--- src/rtl/frame_reader_mc.sv ---
// frame_reader_mc: walks up to CHANNELS sample buffers after a frame-complete
// pulse and streams their contents (optionally prefixed by a per-channel
// header word) over a valid/ready interface. Mask and lengths are snapshotted
// at start so the upstream writer can move on to the next frame immediately.
module frame_reader_mc #(
    parameter int CHANNELS = 4,
    parameter int ADDR_W   = 8,
    parameter int DATA_W   = 32,
    parameter int HDR_EN   = 1,
    localparam int RW      = (CHANNELS > 1) ? $clog2(CHANNELS) : 1
) (
    input  logic                       clk,
    input  logic                       rst,
    input  logic                       i_start,
    input  logic [CHANNELS-1:0]        i_chan_mask,
    input  logic [CHANNELS*ADDR_W-1:0] i_data_len,
    output logic [RW-1:0]              o_rd_chn,
    output logic [ADDR_W-1:0]          o_rd_addr,
    input  logic [DATA_W-1:0]          i_rd_data,
    output logic [DATA_W-1:0]          o_out_data,
    output logic                       o_out_vld,
    input  logic                       i_out_rdy,
    output logic                       o_busy,
    output logic                       o_done,
    output logic                       o_overrun,
    output logic [15:0]                o_word_count
);

    // channel counter must be able to hold CHANNELS itself (the end marker)
    localparam int CW = $clog2(CHANNELS + 1);

    typedef enum logic [2:0] {
        S_IDLE, S_SEL, S_HDR, S_RD, S_CAP, S_OUT, S_DONE
    } state_t;

    state_t                           state_q, state_d;
    logic [CW-1:0]                    chn_q, chn_d;
    logic [ADDR_W-1:0]                addr_q, addr_d;
    logic [CHANNELS-1:0]              mask_q, mask_d;
    logic [CHANNELS-1:0][ADDR_W-1:0]  len_q, len_d;
    logic [RW-1:0]                    rd_chn_q, rd_chn_d;
    logic [ADDR_W-1:0]                rd_addr_q, rd_addr_d;
    logic [DATA_W-1:0]                out_q, out_d;
    logic                             ovr_q, ovr_d;
    logic [15:0]                      cnt_q, cnt_d;

    logic [RW-1:0]                    ci;
    logic [ADDR_W-1:0]                len_cur;
    logic                             mask_cur;
    logic                             xfer;
    logic [31:0]                      hdr;

    assign o_rd_chn     = rd_chn_q;
    assign o_rd_addr    = rd_addr_q;
    assign o_out_data   = out_q;
    assign o_out_vld    = (state_q == S_HDR) || (state_q == S_OUT);
    assign o_busy       = (state_q != S_IDLE) && (state_q != S_DONE);
    assign o_done       = (state_q == S_DONE);
    assign o_overrun    = ovr_q;
    assign o_word_count = cnt_q;

    // next-state and datapath updates; all registers default to hold
    always_comb begin
        state_d   = state_q;
        chn_d     = chn_q;
        addr_d    = addr_q;
        mask_d    = mask_q;
        len_d     = len_q;
        rd_chn_d  = rd_chn_q;
        rd_addr_d = rd_addr_q;
        out_d     = out_q;
        ovr_d     = ovr_q;
        cnt_d     = cnt_q;

        ci       = chn_q[RW-1:0];
        len_cur  = len_q[ci];
        mask_cur = mask_q[ci];
        xfer     = o_out_vld & i_out_rdy;
        hdr      = {8'hA5, 8'(chn_q), 16'(len_cur)};

        // a start that is not accepted from IDLE (including the DONE cycle)
        if (i_start && state_q != S_IDLE)
            ovr_d = 1'b1;

        case (state_q)
            S_IDLE: begin
                if (i_start) begin
                    mask_d  = i_chan_mask;
                    len_d   = i_data_len;
                    chn_d   = '0;
                    addr_d  = '0;
                    cnt_d   = '0;
                    ovr_d   = 1'b0;
                    state_d = S_SEL;
                end
            end
            S_SEL: begin
                if (chn_q == CW'(CHANNELS)) begin
                    state_d = S_DONE;
                end else if (!mask_cur) begin
                    chn_d = chn_q + CW'(1);
                end else if (HDR_EN != 0) begin
                    out_d   = DATA_W'(hdr);
                    state_d = S_HDR;
                end else if (len_cur == '0) begin
                    chn_d = chn_q + CW'(1);
                end else begin
                    state_d = S_RD;
                end
            end
            S_HDR: begin
                if (xfer) begin
                    if (len_cur == '0) begin
                        chn_d   = chn_q + CW'(1);
                        state_d = S_SEL;
                    end else begin
                        state_d = S_RD;
                    end
                end
            end
            S_RD: begin
                state_d = S_CAP;
            end
            S_CAP: begin
                out_d   = i_rd_data;
                state_d = S_OUT;
            end
            S_OUT: begin
                if (xfer) begin
                    if (addr_q == len_cur - ADDR_W'(1)) begin
                        addr_d  = '0;
                        chn_d   = chn_q + CW'(1);
                        state_d = S_SEL;
                    end else begin
                        addr_d  = addr_q + ADDR_W'(1);
                        state_d = S_RD;
                    end
                end
            end
            S_DONE: begin
                state_d = S_IDLE;
            end
            default: state_d = S_IDLE;
        endcase

        if (xfer)
            cnt_d = cnt_q + 16'd1;

        // read port only moves when a read is issued, so it never shows
        // channels that are merely being skipped
        if (state_d == S_RD) begin
            rd_chn_d  = chn_d[RW-1:0];
            rd_addr_d = addr_d;
        end
    end

    // state and datapath registers
    always_ff @(posedge clk or posedge rst) begin
        if (rst) begin
            state_q   <= S_IDLE;
            chn_q     <= '0;
            addr_q    <= '0;
            mask_q    <= '0;
            len_q     <= '0;
            rd_chn_q  <= '0;
            rd_addr_q <= '0;
            out_q     <= '0;
            ovr_q     <= 1'b0;
            cnt_q     <= '0;
        end else begin
            state_q   <= state_d;
            chn_q     <= chn_d;
            addr_q    <= addr_d;
            mask_q    <= mask_d;
            len_q     <= len_d;
            rd_chn_q  <= rd_chn_d;
            rd_addr_q <= rd_addr_d;
            out_q     <= out_d;
            ovr_q     <= ovr_d;
            cnt_q     <= cnt_d;
        end
    end

endmodule

--- config.mk ---
export PLATFORM = sky130hd
export DESIGN_NAME = frame_reader_mc
export DESIGN_NICKNAME = d
export VERILOG_FILES = /design/src/rtl/frame_reader_mc.sv
export SDC_FILE = /design/constraint.sdc
export NUM_CORES = 1
export LEC_CHECK = 0
export ABC_AREA = 1
export CAP_MARGIN = 20
export CORE_UTILIZATION = 50
export DETAILED_ROUTE_END_ITERATION = 10
export GPL_ROUTABILITY_DRIVEN = 0
export PLACE_DENSITY = 0.81
export SYNTH_ARGS = -nofsm -noshare
export SYNTH_HDL_FRONTEND = slang
export SYNTH_SLANG_ARGS = --single-unit
--- constraint.sdc ---
create_clock -name clk -period 5.2 [get_ports clk]
set_clock_uncertainty 0.05 [all_clocks]
set_input_delay 1.56 -clock clk [delete_from_list [all_inputs] [get_ports clk]]
set_output_delay 1.56 -clock clk [all_outputs]
set_load 0.05 [all_outputs]
==> results.cfg <==
[sta]
max_freq_ghz = 0.248
hold_viol = 0
setup_tns_ns = 0
slew_viol_final = 0
rsz0062_at_grt = no
max_slew_margin_pct = 41.8
fin_crit_sh_pct = 77.6
min_period_ns = 4.04
hold_ws_ns = 0.437
tightest_slew_ns = 0.872
setup_viol = 0

[global_routing]
grt_pass1_vias = 4851
overflow = 0
grt_pass1_wl_um = 23200
grt_antenna_before_repair = 0
grt_util_all_layers_pct = 26.1
grt_max_degree = 55

[synthesis]
ys_ff_latch = 109
synth.net_count = 766
synth_top_area_share_pct = 50.6
synthFlopType = dfrtp_1
postSynthAreaPerCell_um2 = 7.84
yosys-top-cells-count = nand2_1 (290), dfrtp_1 (109), nand3_1 (50), inv_1 (46), nor2_1 (39)
ys_seq_area_share_pct = 50.6
yosys_warnings = 0
synthDistinctLibCells = 37
synth.most_common_cell = nand2_1
syn_inst = 688
synthTopCellsByArea = dfrtp_1 (51%), nand2_1 (20%), nand3_1 (4.6%)
netlist_area_um2 = 5400
synth_top_area_cell = dfrtp_1
synth-edff-count = 0
async_flop_share_pct = 100

[setup_path]
worstPathArrival_ns = 2.43
cp-start-kind = flop
cpPeakStageDelay_ns = 0.84
crit_required_ns = 3.59
critical_path.cell_chain = nor2_1, inv_1, nor2_1, inv_1, nand2_1, clkdlybuf4s50_1
cp_slowest_cell = clkdlybuf4s50_1
crit_buf_inv = 3
cp_max_fo = 6
path_class = reg -> out
cpLargestDelayFamily = buffers and inverters
cp-end-kind = output pin

[clock_network]
numCtsBuffers = 9
clkTransAtPathRegs_ns = 0.10
hold_buffers = 0
cts_setup_buffers = 0
cts_sinks = 109
cts_buffer_depth = 2
cts.htree.levels = 3
cts_tree = built
cts-root-buf = clkbuf_8
clk_latency_ns = 0.38
cts-resized-gates = 0

[drt]
num_vias = 5155
drt_iter0_markers = 518
dr.pass1.iters = 5
wire_per_inst_um = 14.7
drt-vias-per-instance = 5.41
drt_wl_total_um = 14000
ant_nets = 0
drc = 0

[flow_run]
drv_cap = 0

[die]
die_w_um = 106
initial_utilization_pct = 52.0
row_count = 37
dieArea_um2 = 11200
ios = 134
die_y_um = 106
coreArea_um2 = 10400

[placement]
dpl.hpwl_um = 10400
port_buffers = 133

[final_layout]
syn_to_final_growth_pct = 31.0
finalNetCount = 889
layout-drive-gt1-share_pct = 4.41
diodes = 0
multi_input_area_um2 = 2370
fillers = 848
final-seq-area_um2 = 2730

[power_and_ir_drop]
vdd_drop_max_mv = 0.342
powerDensity_nw_per_um2 = 589
leakagePower_nw = 3.42

[status]
status = completed

[hold_path]
hold_class = reg -> reg
[stage by stage]
stage                     worst slack [ns]  std cells  power [mW]  instance area [µm²]  util [%]
after floorplan                      0.716        688        2.91                 5400         -
after global placement                1.43        935        3.51                 6820      65.7
after detailed placement              1.35        936        3.58                 6840      66.0
after CTS                             1.19        952        4.15                 7070      68.1
after global routing                  1.05        952        4.44                 7070      68.1
final                                 1.16        952        4.16                 7070      68.1
[cells in the final DEF, fill, tap and decap left out, types with 2 or more instances in the layout]
cell type and count:
mux2i_1 3, nor2_2 2, inv_2 2, nand2_2 3, clkdlybuf4s50_1 133, nor2_1 39, inv_1 45, bufinv_16 2
a31oi_1 5, nand3_1 50, clkinvlp_4 2, o21ai_0 30, dfrtp_1 109, o22a_1 4, nand3_2 3, ha_1 6
clkbuf_8 9, nor3_1 8, nand2_1 290, nand4_1 11, a22o_1 17, xor2_1 6, o22ai_1 3, nand3b_1 3
a21oi_1 7, buf_4 5, o21ai_1 2
[worst register-to-register path, cell delays in order, from the launching register on]
cell and delay, ns:
dfrtp_1 0.92, inv_2 0.38, nand2_1 0.14, nand3_1 0.07, nand2_1 0.23, ha_1 0.29, xor2_1 0.12, o21ai_0 0.09
nor2_1 0.11, nand2_1 0.06, inv_1 0.05, nand3_1 0.11, nor2_4 0.16, nand3_2 0.12, nand3_1 0.11, nand3_2 0.11
nand2_2 0.20, inv_2 0.12, nand2_1 0.08, nand2_1 0.05
[area by class of cell]
class	instances	share of cell area, %
Clock buffer	10	1.81
Clock inverter	6	1.35
Inverter	48	2.58
Multi-Input combinational cell	504	33.5
Sequential cell	109	38.6
Tap cell	136	2.41
Timing Repair Buffer	139	19.8
[power by group]
part / internal [mW] / total (mW) / switching (mW) / leakage [nW]
Combinational: 0.730 / 2.24 / 1.51 / 1.91
Sequential: 1.13 / 1.35 / 0.217 / 1.40
Clock: 0.276 / 0.571 / 0.295 / 0.105
Total: 2.14 / 4.16 / 2.02 / 3.42
[worst paths after layout]
check	from	end	slack (ns)	depth (start not counted)
max in group asynchronous	rst	len_q[20]	2.67	4
min in group asynchronous	rst	o_out_data[27]	1.52	2
worst max-delay path	state_q[0]	o_out_vld	1.16	6
worst min register to register	len_q[23]	len_q[23]	0.44	2
worst max register to register	chn_q[0]	o_rd_addr[4]	1.52	19
worst min-delay path	len_q[23]	len_q[23]	0.44	2
[state kept, by name (all words and copies together) (netlist names), named ones only]
name and flops:
o_rd_chn 2, len_q 32, chn_q 3, state_q 3
o_word_count 16, o_out_data 32, o_rd_addr 8, mask_q 4
addr_q 8
[cell families (layout without fill, tap and decap cells)]
logic type                 Yosys count  count (layout)  synth area share, %
muxes                                3               3                0.557
adders and majority gates            6               6                 1.39
AOI/OAI and AO/OA                   74              74                 8.88
buffers and inverters               75             203                 5.73
DFF                                109             109                 50.6
and+or+nand+nor                    414             414                 31.7
xor gates and xnor gates             7               7                 1.14
[routing by layer]
metal,vias to the layer above,track usage [%],share of wire [%]
met1,2377,35.4,44
met5,-,0,0
li1,2472,-,-
met2,269,41.5,45
met4,0,11.4,2.8
met3,37,3.83,7.7
Power figures use the tool's default switching activity.
